**config.mk**
```make
export PLATFORM = sky130hd
export DESIGN_NAME = bcd_conv_sched_flat
export DESIGN_NICKNAME = d
export VERILOG_FILES = /design/src/rtl/bcd_conv_sched_pkg.sv /design/src/rtl/bcd_conv_sched_if.sv /design/src/rtl/bcd_shift_engine.sv /design/src/rtl/bcd_conv_sched.sv /design/src/flat_wrapper.sv
export SDC_FILE = /design/constraint.sdc
export NUM_CORES = 1
export LEC_CHECK = 0
export BUFFER_PORTS_ARGS = -buffer_cell sky130_fd_sc_hd__buf_4
export CAP_MARGIN = 15
export CELL_PAD_IN_SITES_DETAIL_PLACEMENT = 1
export CELL_PAD_IN_SITES_GLOBAL_PLACEMENT = 2
export CORE_MARGIN = 2
export CORE_UTILIZATION = 34
export DETAILED_ROUTE_END_ITERATION = 10
export PLACE_DENSITY_LB_ADDON = 0.08
export SLEW_MARGIN = 20
export SYNTH_ARGS = -nofsm -noshare
export SYNTH_HDL_FRONTEND = slang
export SYNTH_SLANG_ARGS = --single-unit
```
**constraint.sdc**
```tcl
create_clock -name clk -period 2.13 [get_ports clk]
set_clock_uncertainty 0.05 [all_clocks]
set_input_delay 0.5325 -clock clk [delete_from_list [all_inputs] [get_ports clk]]
set_output_delay 0.5325 -clock clk [all_outputs]
set_load 0.01 [all_outputs]
```
**src/rtl/bcd_conv_sched_pkg.sv**
```systemverilog
// Shared types and constants for the binary-to-BCD conversion scheduler.
// Includes the parallel add-3 correction used by each double-dabble step.
package bcd_sched_pkg;

    typedef enum logic [1:0] {
        IDLE  = 2'd0,
        LOAD  = 2'd1,
        SHIFT = 2'd2,
        DONE  = 2'd3
    } state_t;

    localparam int             BIN_W     = 16;
    localparam int             DIGITS    = 4;
    localparam logic [15:0]    MAX_DEC   = 16'd9999;
    localparam int             SHIFT_CYC = 16;

    // Every digit is corrected from its pre-correction value, all in parallel.
    function automatic logic [4*DIGITS-1:0] dabble_correct(input logic [4*DIGITS-1:0] d);
        logic [4*DIGITS-1:0] r;
        r = d;
        for (int i = 0; i < DIGITS; i++) begin
            if (d[4*i +: 4] >= 4'd5) begin
                r[4*i +: 4] = d[4*i +: 4] + 4'd3;
            end
        end
        return r;
    endfunction

endpackage

```
**src/rtl/bcd_conv_sched_if.sv**
```systemverilog
// Requester-side bundle: level requests with packed binary values in,
// per-requester ack pulses and registered BCD/overflow results out.
interface bcd_conv_sched_if #(
    parameter int NREQ = 2
);
    import bcd_sched_pkg::*;

    logic [NREQ-1:0]       req;
    logic [NREQ*BIN_W-1:0] bin;
    logic [NREQ-1:0]       ack;
    logic [NREQ*BIN_W-1:0] bcd;
    logic [NREQ-1:0]       ovf;
    logic                  busy;

    modport master (output req, bin, input ack, bcd, ovf, busy);
    modport slave  (input req, bin, output ack, bcd, ovf, busy);

endinterface

```
**src/rtl/bcd_shift_engine.sv**
```systemverilog
// Sequential double-dabble datapath: one correct-then-shift step per clock.
// The BCD digits accumulate in sh[31:16] while the binary drains from sh[15:0].
module bcd_shift_engine
    import bcd_sched_pkg::*;
(
    input  logic             clk,
    input  logic             rst_n,
    input  logic             load,
    input  logic [BIN_W-1:0] din,
    input  logic             step,
    output logic [BIN_W-1:0] dout,
    output logic             last
);

    logic [2*BIN_W-1:0] sh_reg;
    logic [3:0]         cnt_reg;
    logic [2*BIN_W-1:0] sh_next;

    assign sh_next = {dabble_correct(sh_reg[2*BIN_W-1:BIN_W]), sh_reg[BIN_W-1:0]} << 1;

    always_ff @(posedge clk or negedge rst_n) begin
        if (!rst_n) begin
            sh_reg  <= '0;
            cnt_reg <= '0;
        end else if (load) begin
            sh_reg  <= {{BIN_W{1'b0}}, din};
            cnt_reg <= '0;
        end else if (step) begin
            sh_reg  <= sh_next;
            cnt_reg <= cnt_reg + 4'd1;
        end
    end

    assign dout = sh_reg[2*BIN_W-1:BIN_W];
    // High while the step about to execute is the final one.
    assign last = (cnt_reg == 4'(SHIFT_CYC - 1));

endmodule

```
**src/rtl/bcd_conv_sched.sv**
```systemverilog
// Round-robin scheduler sharing one double-dabble engine among NREQ requesters,
// holding a registered 4-digit BCD result and overflow flag per requester.
module bcd_conv_sched
    import bcd_sched_pkg::*;
#(
    parameter int NREQ = 2
) (
    input  logic           clk,
    input  logic           rst_n,
    bcd_conv_sched_if.slave bus
);

    localparam int IW = (NREQ > 1) ? $clog2(NREQ) : 1;

    state_t           state_reg;
    logic [IW-1:0]    ptr_reg;
    logic [IW-1:0]    g_reg;
    logic [IW-1:0]    win;
    logic             ovf_tmp_reg;
    int               idx;
    logic [BIN_W-1:0] cur_bin;
    logic [BIN_W-1:0] clamped;
    logic [BIN_W-1:0] eng_dout;
    logic             eng_last;

    wire  [NREQ*BIN_W-1:0] bcd_flat;
    wire  [NREQ-1:0]       ovf_flat;
    wire  [NREQ-1:0]       ack_flat;

    assign cur_bin = bus.bin[int'(g_reg)*BIN_W +: BIN_W];
    assign clamped = (cur_bin > MAX_DEC) ? MAX_DEC : cur_bin;

    // Search downward so the lowest offset from ptr is the last (winning) assignment.
    always_comb begin
        win = '0;
        idx = 0;
        for (int k = NREQ - 1; k >= 0; k--) begin
            idx = int'(ptr_reg) + k;
            if (idx >= NREQ) begin
                idx = idx - NREQ;
            end
            if (bus.req[idx]) begin
                win = IW'(idx);
            end
        end
    end

    always_ff @(posedge clk or negedge rst_n) begin
        if (!rst_n) begin
            state_reg   <= IDLE;
            ptr_reg     <= '0;
            g_reg       <= '0;
            ovf_tmp_reg <= 1'b0;
        end else begin
            case (state_reg)
                IDLE: begin
                    if (|bus.req) begin
                        g_reg     <= win;
                        state_reg <= LOAD;
                    end
                end
                LOAD: begin
                    ovf_tmp_reg <= (cur_bin > MAX_DEC);
                    state_reg   <= SHIFT;
                end
                SHIFT: begin
                    if (eng_last) begin
                        state_reg <= DONE;
                    end
                end
                DONE: begin
                    ptr_reg   <= (int'(g_reg) == NREQ - 1) ? '0 : g_reg + 1'b1;
                    state_reg <= IDLE;
                end
                default: state_reg <= IDLE;
            endcase
        end
    end

    bcd_shift_engine u_engine (
        .clk   (clk),
        .rst_n (rst_n),
        .load  (state_reg == LOAD),
        .din   (clamped),
        .step  (state_reg == SHIFT),
        .dout  (eng_dout),
        .last  (eng_last)
    );

    genvar gi;
    generate
        for (gi = 0; gi < NREQ; gi++) begin : g_res
            logic [BIN_W-1:0] bcd_reg;
            logic             ovf_reg;
            logic             ack_reg;
            logic             hit;

            assign hit = (state_reg == DONE) && (g_reg == IW'(gi));

            always_ff @(posedge clk or negedge rst_n) begin
                if (!rst_n) begin
                    bcd_reg <= '0;
                    ovf_reg <= 1'b0;
                    ack_reg <= 1'b0;
                end else begin
                    ack_reg <= hit;
                    if (hit) begin
                        bcd_reg <= eng_dout;
                        ovf_reg <= ovf_tmp_reg;
                    end
                end
            end

            assign bcd_flat[gi*BIN_W +: BIN_W] = bcd_reg;
            assign ovf_flat[gi]                = ovf_reg;
            assign ack_flat[gi]                = ack_reg;
        end
    endgenerate

    assign bus.bcd  = bcd_flat;
    assign bus.ovf  = ovf_flat;
    assign bus.ack  = ack_flat;
    assign bus.busy = (state_reg != IDLE);

endmodule

```
**src/flat_wrapper.sv**
```systemverilog
// flat-port wrapper written by rule: the top's interface ports become plain ports
module bcd_conv_sched_flat import bcd_sched_pkg::*;
#(
    parameter int NREQ = 2
)
  (clk, rst_n, bus_req, bus_bin, bus_ack, bus_bcd, bus_ovf, bus_busy);
  bcd_conv_sched_if #(.NREQ(NREQ)) bus_i ();
  input  logic clk;
  input  logic rst_n;
  input wire logic [$bits(bus_i.req)-1:0] bus_req;
  input wire logic [$bits(bus_i.bin)-1:0] bus_bin;
  output wire logic [$bits(bus_i.ack)-1:0] bus_ack;
  output wire logic [$bits(bus_i.bcd)-1:0] bus_bcd;
  output wire logic [$bits(bus_i.ovf)-1:0] bus_ovf;
  output wire logic [$bits(bus_i.busy)-1:0] bus_busy;
  assign bus_i.req = bus_req;
  assign bus_i.bin = bus_bin;
  assign bus_ack = bus_i.ack;
  assign bus_bcd = bus_i.bcd;
  assign bus_ovf = bus_i.ovf;
  assign bus_busy = bus_i.busy;
  bcd_conv_sched #(.NREQ(NREQ)) u_core (.clk(clk), .rst_n(rst_n), .bus(bus_i));
endmodule
```
---- Yosys cells after proc, flatten, opt, wreduce, memory -nomap -nowiden ----
Cells that the tools add are included.
storage, ports and cells
  word-level logic and storage cells ...... 69
  input port bits ......................... 36
  output and inout bits ................... 37
  flip-flop bits (word level) ............. 77
cells by class
  $add $sub $neg .......................... 9
  mux-type cells .......................... 23
  shift-type cells ........................ 1
  reduce and logical (&&, ||, !) cells .... 8
  magnitude comparators ................... 9
  equal/unequal tests ..................... 6
  bitwise operators ....................... 1
operators with widths
  kind                     count
  $mux W32                 4
  $lt A32 B3 Y1 const B    2
  $ge A32 B3 Y1 const B    1
  $shiftx A32 B6 Y16       1
  $sub A32 B3 Y32 const B  1
  $mux W4                  5
  $ge A4 B3 Y1 const B     4
  $gt A16 B14 Y1 const B   1
  $mux W16                 1
  $add A4 B2 Y4 const B    3
  $mux W1                  9
  $pmux W2 S4              1
  $add A4 B1 Y4 const B    1
  $eq A2 B2 Y1 const B     2
  $eq A4 B4 Y1 const B     1
  $mux W2                  2
  $ne A2 B1 Y1 const B     2
  $reduce_and A2 Y1        2
  $reduce_bool A2 Y1       2
  $add A3 B2 Y3 const B    1
  $mux W3                  1
  $sub A1 B2 Y3 const B    1
  $add A1 B1 Y2 const B    1
  $eq A2 B1 Y1 const B     1
  6 further kinds          7

---- Logic depth before layout (Yosys ltp) ----
Gate-level depths: netlist (run 1).
  word-level depth ........................ 8
  gate-level depth with buffers ........... 7

---- Cells and area by module ----
Synthesis (run 1) repeated with hierarchy kept, for this count alone.
unflattened totals
  cell total of the unflattened synthesis .. 352
  area, all modules ....................... 3868.7 µm²
by module, submodules not included
  module            seq. area each (µm²)  instances  area an instance (µm²)  cells each
  bcd_conv_sched    1026.0                1          1934.4                  153
  bcd_shift_engine  900.9                 1          1934.4                  199

---- Worst setup path after synthesis (run 1) ----
Ideal clock, no wire load.
  path type ............................... flip-flop to flip-flop
  from .................................... register u_core.u_engine.sh_reg[16]
  to ...................................... register u_core.u_engine.sh_reg[18]
  buffers on the path ..................... 0
  data arrival time ....................... 1434 ps
  setup slack ............................. 563 ps
  clock period less this slack ............ 1567 ps
  library setup time ...................... 83 ps
  stages on the path, launching flop included .. 7
  cell sequence ........................... dfrtp_1 > inv_1 > ha_1 > nand2b_1 > a21oi_1 > mux2_2 > o22ai_1
between the ends
  cells in the longest elaborated chain, start to end .. 4
ends and longest elaborated chain
  item                                           RTL line                                            RTL
  start, declared                                bcd_shift_engine.sv:15                              logic [2*BIN_W-1:0] sh_reg;
  start signal, assigned                         bcd_shift_engine.sv:26                              sh_reg <= {{BIN_W{1'b0}}, din};
  start signal, assigned                         bcd_shift_engine.sv:29                              sh_reg <= sh_next;
  $add A4 B2 Y4 or $ge A4 B3 Y1 (tied branches)  bcd_conv_sched_pkg.sv:23, bcd_conv_sched_pkg.sv:22
  $mux W4 *                                      bcd_conv_sched_pkg.sv:22                            if (d[4*i +: 4] >= 4'd5) begin
  $mux W32 *                                     bcd_shift_engine.sv:28                              end else if (step) begin
  $mux W32 *                                     bcd_shift_engine.sv:25                              end else if (load) begin
Mark *: on every way between the ends. The rest lies on a longest branch, timed or not. The select of a mux whose other input is x is not followed.
A chain may end at the register's enable or synchronous reset.

---- Worst setup path after layout (run 1) ----
  from .................................... register u_core.state_reg[1]
  to ...................................... output bus_busy
between the ends
  cells in the longest elaborated chain, start to end .. 1
ends and longest elaborated chain
  item                    RTL line               RTL
  start, declared         bcd_conv_sched.sv:15   state_t state_reg;
  start signal, assigned  bcd_conv_sched.sv:50   state_reg <= IDLE;
  start signal, assigned  bcd_conv_sched.sv:59   state_reg <= LOAD;
  start signal, assigned  bcd_conv_sched.sv:64   state_reg <= SHIFT;
  $reduce_bool A2 Y1      bcd_conv_sched.sv:123  assign bus.busy = (state_reg != IDLE);
  end, declared           flat_wrapper.sv:15     output wire logic [$bits(bus_i.busy)-1:0] bus_busy;
Every way passes these cells.

==> results of run 1 <==
-- logic make-up after synthesis --
logic type | after synthesis
compound gates | 103
simple gates | 100
flops | 77
buf+inv | 53
mux | 26
fa+ha+maj | 13
xor+xnor | 4
-- report_power, final --
group	switching, uW	internal (uW)
registers	353	2040
logic	1830	1580
clock network	506	560
total	2690	4190
-- metal layers --
layer  wire, um  vias up
li1           -     1438
met1       4100     1437
met2       4180       62
met3        413        5
met4         89        0
met5          0        -
-- worst max-delay path, cell delays in order, from the launching register on --
cell and delay [ps]:
dfrtp_1 400, inv_1 110, ha_1 270, inv_1 70, buf_4 140
-- layout make-up --
class	instances	area [um2]	share of cell area [%]
inverters	29	109	2.32
clock inverters	2	35.0	0.748
clock buffers	12	145	3.10
repair buffers	87	691	14.8
flip-flops and latches	77	1930	41.2
multi-input cells	246	1600	34.2
well taps	140	175	3.74
-- cell usage after synthesis, drive strengths merged (4+ instances only) --
cell,count,share of area (%)
clkbuf,8,0.80
a31o,4,0.93
dfrtp,77,51
nand3,8,1.1
buf,16,2.7
ha,13,4.3
inv,29,2.9
nand2b,14,2.3
and3,5,0.83
nor2,16,1.6
a21oi,11,1.5
xnor2,4,0.93
nand3b,4,0.80
o22ai,16,2.7
a31oi,7,1.2
mux2i,14,3.7
nand2,43,4.4
o21ai,50,6.7
mux2,12,3.6
-- path summary, 6_finish.rpt --
check	endpoint	cells past startpoint	from
max	bus_busy	4	u_core.state_reg[1]
min	u_core.g_res[1].bcd_reg[4]	1	rst_n
max reg2reg	u_core.u_engine.sh_reg[18]	6	u_core.u_engine.sh_reg[16]
min reg2reg	u_core.g_res[1].bcd_reg[9]	2	u_core.g_res[1].bcd_reg[9]
max in group asynchronous	u_core.u_engine.sh_reg[7]	2	rst_n
min in group clk	u_core.g_reg	2	bus_req[0]
-- through the flow --
stage	cell area (um2)	setup WS, ps	total power (uW)	utilization [%]	hold WS (ps)
floorplan	3770	563	4690	-	187
global placement	4500	332	5830	41.5	412
detailed placement	4500	351	5920	41.5	422
CTS	4680	177	7020	43.2	50.8
global route	4680	59.4	7560	43.2	53.9
finish	4680	213	6880	43.2	48.7
==> results.cfg, run 1 <==
[run_status]
outcome = finished, final reports clean

[global_routing]
met1_usage_pct = 20.6
use_met2_pct = 26.8
grt_max_degree = 48
grt_pass1_wl_um = 14900
grt_busiest_layer = met2
grt_antenna_before_repair = 0
grt_pass1_vias = 3087
met3_usage_pct = 4.18
grt_usage_pct = 16.1
grt-ovfl-total = 0

[timing]
hold_violations = 0
setup_viol = 0
min_period_over_period_pct = 90.0
fin_crit_ps = 1920
relSlewSlack_pct = 72.5
fmax_ghz = 0.522
tightestPinTransition_ps = 413
slew_viol_final = 0
rsz0062_at_grt = no
tns_ps = 0

[synth]
synth_cell_types = 40
synth_top_family_by_area = compound AO/OA/AOI/OAI gates
synth_fa_ha_area_share_pct = 4.32
syn_area_per_cell_um2 = 10.0
synth_area_mm2 = 0.00377
synthMuxAreaShare_pct = 7.31
ys_ff_latch = 77
yosys.area_share.simple_pct = 13.5
synth-edff-count = 0
synth-xor-area-share_pct = 0.930
async_flop_share_pct = 100
synth-compound-area-share_pct = 16.5
synth_warnings = 0
syn_nets = 425
syn-instance-count = 376
synth_ff_type = dfrtp_1
ys_seq_area_share_pct = 51.1

[setup_path]
ff2ff_setup_slack_ps = 350
arrival_ps = 1330
crit_fanout = 5
cp.required_ps = 1550
crit_path_start_kind = flop
critPathKind = reg2out
end_kind = output port

[clocking]
insertion_delay_ps = 350
cts_made_buffers = 9
cts_hold_buf = 0
root_buffer = clkbuf_8
clock_path_buffers = 2
clock_sinks = 77
cts_resized = 0
cts_tree = yes
clkSlewWorstSetupHoldPaths_ps = 80
htree_num_levels = 3
postCtsSetupRepairBufs = 0

[die]
die_area_mm2 = 0.0119
die_w_um = 109
initial_core_util_pct = 34.8
die-height_um = 109
core-area_mm2 = 0.0108
row_count = 38
top_level_ports = 73

[detailed_routing]
viasPerCell = 4.96
wl_um = 8780
ant_nets = 0
num_vias = 2942
drc = 0
dr.pass1.iters = 4
drt_iter0_drc = 128
post_drt_wl_per_cell_um = 14.8

[flow_run]
cap_violations = 0

[placed_design]
hpwlAfterDp_um = 6440
placedCellCount = 579
port_buffers = 72
gp_congestion = 0.722

[finish]
syn2layout_area_growth_pct = 24.3
num-nets-final = 499
drive_gt1_share_pct = 25.8
fillers = 1283
most-common-layout-cells = 84 x buf_4, 77 x dfrtp_1, 49 x o21ai_0
instances_no_fill = 593
layout_commonest_cell = buf_4
antenna_cells = 0

[pwr]
p_per_area_mw_per_mm2 = 1470
ir_worst_vdd_uv = 543
leakage_uw = 0.00220

[worst_hold_path]
hp-class = in2async
(Power assumes the default switching activity.)
==> run 2: changes to the inputs <==
--- a/config.mk
+++ b/config.mk
@@ -10,10 +10,11 @@
 export CELL_PAD_IN_SITES_DETAIL_PLACEMENT = 1
 export CELL_PAD_IN_SITES_GLOBAL_PLACEMENT = 2
 export CORE_MARGIN = 2
-export CORE_UTILIZATION = 34
+export CORE_UTILIZATION = 36
 export DETAILED_ROUTE_END_ITERATION = 10
 export PLACE_DENSITY_LB_ADDON = 0.08
 export SLEW_MARGIN = 20
 export SYNTH_ARGS = -nofsm -noshare
 export SYNTH_HDL_FRONTEND = slang
+export SYNTH_HIERARCHICAL = 1
 export SYNTH_SLANG_ARGS = --single-unit
==> run 2 against run 1 <==
Net effect: maximum frequency grew 0.60%; synthesized cell count shrank 6.4%; largest power group unchanged; highest routed layer unchanged; first-iteration DRC count shrank 53%; clock-buffer cell count shrank 2; global-route usage grew 0.28 points.
==> results.cfg, run 2 <==
[run_status]
outcome = finished, final reports clean

[timing]
hold_violations = 0
fin_crit_ps = 1910
tns_ps = 0
post-route-worst-setup-slack_ps = 225
setup_viol = 0
rsz0062_at_grt = no
slew_viol_final = 0
fmax_ghz = 0.525
min_period_over_period_pct = 89.5

[clocking]
cts_resized = 0
clock_path_buffers = 2
postCtsSetupRepairBufs = 0
clock_sinks = 77
cts_tree = yes
cts_made_buffers = 9
clkSlewWorstSetupHoldPaths_ps = 90
root_buffer = clkbuf_8
htree_num_levels = 3
cts_hold_buf = 0
insertion_delay_ps = 340

[setup_path]
end_kind = flop
crit_cells = 6
critPathSlowestCell = or3b_1
path_delay_family = compound AO/OA/AOI/OAI gates
arrival_ps = 2110
critPathKind = reg2reg
path_common_cell = o21ai_0
crit_fanout = 4
path_cells = or3b_1, o32ai_1, o21ai_0, nand3_1, nand2_1, o21ai_0
crit_buf_inv = 0
rr_worst_depth = 6
ff2ff_setup_slack_ps = 220
cp_slowest_stage_delay_ps = 410
cp.required_ps = 2340
crit_path_start_kind = flop

[placed_design]
port_buffers = 72
placed_cell_area_mm2 = 0.00457
hpwlAfterDp_um = 6370
gp_congestion = 0.770
dp_slack_ps = 11.3

[synth]
yosysTopAreaCell = dfrtp_1
synth-compound-area-share_pct = 10.3
synth_ff_type = dfrtp_1
syn-instance-count = 352
synth_area_leaders = dfrtp_1 50%, mux2_2 9.9%, mux2i_1 7.8%
yosys.area_share.simple_pct = 11.7
synth_fa_ha_area_share_pct = 4.20
synth_warnings = 6
synth_cell_types = 47
async_flop_share_pct = 100
ys_ff_latch = 77
synthTopCellsByCount = 77 x dfrtp_1, 35 x nand2_1, 34 x mux2_2, 30 x mux2i_1, 29 x o21ai_0
synth-edff-count = 0
synth_top_family_by_area = multiplexers
ys_seq_area_share_pct = 49.8
synthMuxAreaShare_pct = 17.7
syn_area_per_cell_um2 = 11.0
synth_area_mm2 = 0.00387
synth-xor-area-share_pct = 1.13
synth.most_common_cell = dfrtp_1
synth_top_cell_area_share_pct = 49.8

[die]
row_count = 37
die-height_um = 108
top_level_ports = 73
core-area_mm2 = 0.0104
die_area_mm2 = 0.0116
initial_core_util_pct = 37.3
die_w_um = 108

[finish]
fillers = 1185
antenna_cells = 0
num-nets-final = 476
layout_commonest_cell = buf_4
regArea_mm2 = 0.00193
post-route-util_pct = 46.2
most-common-layout-cells = 82 x buf_4, 77 x dfrtp_1, 35 x nand2_1
fin_area_mm2 = 0.00479
multi_input_area_mm2 = 0.00175
syn2layout_area_growth_pct = 23.9
drive_gt1_share_pct = 32.9

[pwr]
power_uw = 6360
p_per_area_mw_per_mm2 = 1330
ir_worst_vdd_uv = 493
leakage_uw = 0.00225

[detailed_routing]
wl_um = 8830
dr.pass1.iters = 2
drt_iter0_drc = 60
ant_nets = 0
drc = 0
num_vias = 2886
viasPerCell = 5.08
post_drt_wl_per_cell_um = 15.5

[flow_run]
cap_violations = 0

[global_routing]
grt_usage_pct = 16.4
grt_pass1_vias = 3103
grt-ovfl-total = 0
grt_antenna_before_repair = 0
grt_max_degree = 58
grt_pass1_wl_um = 14900

[worst_hold_path]
hp-class = in2async
==> run 2: through the flow <==
step,hold slack (ps),std cells
2_1_floorplan,187,353
3_3_place_gp,417,552
3_5_place_dp,415,552
4_1_cts,22.8,568
5_1_grt,27.4,568
6_report,33.1,568
==> run 2: cell families after synthesis <==
logic type,Yosys count
simple gates,90
flops,77
mux,64
compound gates,63
buf+inv,39
fa+ha+maj,13
xor+xnor,5
other cells,1
==> run 2: layout make-up <==
| cell class | instances | share of cell area (%) |
|---|---|---|
| Sequential cell | 77 | 40.2 |
| Clock inverter | 6 | 1.98 |
| Tap cell | 136 | 3.55 |
| Timing Repair Buffer | 84 | 13.7 |
| Multi-Input combinational cell | 237 | 36.5 |
| Clock buffer | 10 | 2.66 |
| Inverter | 18 | 1.41 |
==> run 2: worst reg2reg max path, delay by kind of cell (launching register included) <==
family	cells	cell delay, ps
compound gates	3	750
flops	1	400
simple gates	3	630
==> run 2: worst paths after layout <==
check,from,endpoint
setup reg to reg,u_core/g_reg,u_core/u_engine/sh_reg[1]
max in group asynchronous,rst_n,u_core/u_engine/sh_reg[3]
setup / recovery,u_core/g_reg,u_core/u_engine/sh_reg[1]
hold / removal,rst_n,u_core/g_res[0].ack_reg
hold reg to reg,u_core/ptr_reg,u_core/ptr_reg
min in group clk,bus_req[0],u_core/g_reg
==> run 2: report_power, final <==
group / total [uW] / internal [uW] / switching [uW]
sequential: 2390 / 2000 / 388
combinational: 2730 / 1330 / 1400
clock: 1240 / 673 / 564
total: 6360 / 4010 / 2350
==> run 2: layer usage <==
layer | routed length (um) | GRT usage, % | part of all wire, %
met1 | 4050 | 20.7 | 46
met2 | 4380 | 28.4 | 50
met3 | 300 | 2.54 | 3.4
met4 | 100 | 5.77 | 1.1
met5 | 0 | 0 | 0
==> run 3: changes to the inputs <==
--- a/config.mk
+++ b/config.mk
@@ -12,6 +12,7 @@
 export CORE_MARGIN = 2
 export CORE_UTILIZATION = 36
 export DETAILED_ROUTE_END_ITERATION = 10
+export MAX_ROUTING_LAYER = met4
 export PLACE_DENSITY_LB_ADDON = 0.08
 export SLEW_MARGIN = 20
 export SYNTH_ARGS = -nofsm -noshare
==> run 3 against run 2 <==
Net effect: via count up 0.24%; sequential share of layout area stayed put; register-to-register slack is essentially flat; combinational power is essentially flat; global-route usage up 0.47 points; critical path type unchanged; critical path depth unchanged; first-iteration DRC count fell by 13%; sequential power about the same; maximum frequency grew 0.29%; routed wire length barely moved.
==> results.cfg, run 3 (same netlist as run 2, synthesis figures left out) <==
[setup_path]
r2r-start = u_core/g_reg
path_common_cell = o21ai_0
path_delay_family = compound AO/OA/AOI/OAI gates
cp.required_ps = 2340
cp_slowest_stage_delay_ps = 410
crit_fanout = 4
arrival_ps = 2110
end_kind = flop
critPathKind = reg2reg
rr_worst_depth = 6
path_cells = or3b_1, o32ai_1, o21ai_0, nand3_1, nand2_1, o21ai_0
critPathSlowestCell = or3b_1
crit_path_start_kind = flop
reg2reg_to = u_core/u_engine/sh_reg[1]
crit_buf_inv = 0
ff2ff_setup_slack_ps = 230

[run_status]
outcome = finished, final reports clean

[clocking]
cts_made_buffers = 9
clock_sinks = 77
insertion_delay_ps = 340
cts_resized = 0
cts_tree = yes
root_buffer = clkbuf_8
htree_num_levels = 3
postCtsSetupRepairBufs = 0
clkSlewWorstSetupHoldPaths_ps = 90
clock_path_buffers = 2
cts_hold_buf = 0

[global_routing]
grt_usage_pct = 16.9
grt_antenna_before_repair = 0
grt_pass1_vias = 3105
grt-ovfl-total = 0
grt_max_degree = 58
grt_pass1_wl_um = 15000

[finish]
drive_gt1_share_pct = 32.9
instances_no_fill = 568
syn2layout_area_growth_pct = 23.9
fillers = 1185
layout_commonest_cell = buf_4
post-route-util_pct = 46.2
antenna_cells = 0
fin_area_mm2 = 0.00479
most-common-layout-cells = 82 x buf_4, 77 x dfrtp_1, 35 x nand2_1
num-nets-final = 476

[die]
row_count = 37
core-area_mm2 = 0.0104
die_area_mm2 = 0.0116
initial_core_util_pct = 37.3
die-height_um = 108
die_w_um = 108
top_level_ports = 73

[detailed_routing]
dr.pass1.iters = 2
drt-met1-wl_um = 4050
dr_wl_met2_um = 4380
num_vias = 2893
post_drt_wl_per_cell_um = 15.5
viasPerCell = 5.09
ant_nets = 0
wl_um = 8820
drc = 0
drt_iter0_drc = 52
top_layer = met4
met3_length_um = 288

[timing]
fmax_ghz = 0.526
min_period_over_period_pct = 89.2
slew_viol_final = 0
post-route-worst-setup-slack_ps = 230
rsz0062_at_grt = no
fin_crit_ps = 1900
setup_viol = 0
tns_ps = 0
hold_violations = 0

[placed_design]
placed_cell_area_mm2 = 0.00457
port_buffers = 72
placedCellCount = 552
gp_congestion = 0.780
hpwlAfterDp_um = 6370
dp_slack_ps = 11.3

[pwr]
p_per_area_mw_per_mm2 = 1330
leakage_uw = 0.00225
ir_worst_vdd_uv = 493

[worst_hold_path]
hp-class = in2async

[flow_run]
cap_violations = 0
## run 3: cell counts in the layout (fill, tap and decap cells not counted)
Identical to the previous run, type by type.
## run 3: report_power, final
group          internal [uW]  total [uW]  leakage, uW  switching [uW]
clock                    673        1240     0.000105             564
sequential              2000        2390      0.00101             387
combinational           1330        2730      0.00114            1400
## run 3: per-layer routing
metal | vias to the layer above | global-route usage [%]
met5 | - | -
met4 | 0 | 5.77
met3 | 9 | 2.42
met2 | 62 | 28.4
met1 | 1432 | 20.8
li1 | 1390 | -
## run 3: stage by stage
step,hold WS [ps],total power (uW)
6_report,33.1,6360
5_1_grt,27.4,6900
4_1_cts,22.8,6480
3_5_place_dp,415,5190
3_3_place_gp,417,5100
2_1_floorplan,187,4210
## run 3: worst max-delay path by stage
stage                              startpoint  slack (ps)                         to  depth (start not counted)
after floorplan                   bus_bin[30]         190  u_core/u_engine/sh_reg[6]                          7
after global placement            bus_bin[30]          80  u_core/u_engine/sh_reg[2]                          7
after detailed placement          bus_bin[30]          10  u_core/u_engine/sh_reg[2]                          7
after CTS                 u_core/state_reg[0]         220                   bus_busy                          4
after global routing             u_core/g_reg          60  u_core/u_engine/sh_reg[1]                          6
final                            u_core/g_reg         230  u_core/u_engine/sh_reg[1]                          6
## run 3: final cells by class
cell class              count  area, um2  share of cell area, %
well taps                 136        170                   3.55
flip-flops and latches     77       1930                   40.2
multi-input cells         237       1750                   36.5
clock buffers              10        128                   2.66
inverters                  18       67.6                   1.41
repair buffers             84        656                   13.7
clock inverters             6       95.1                   1.98
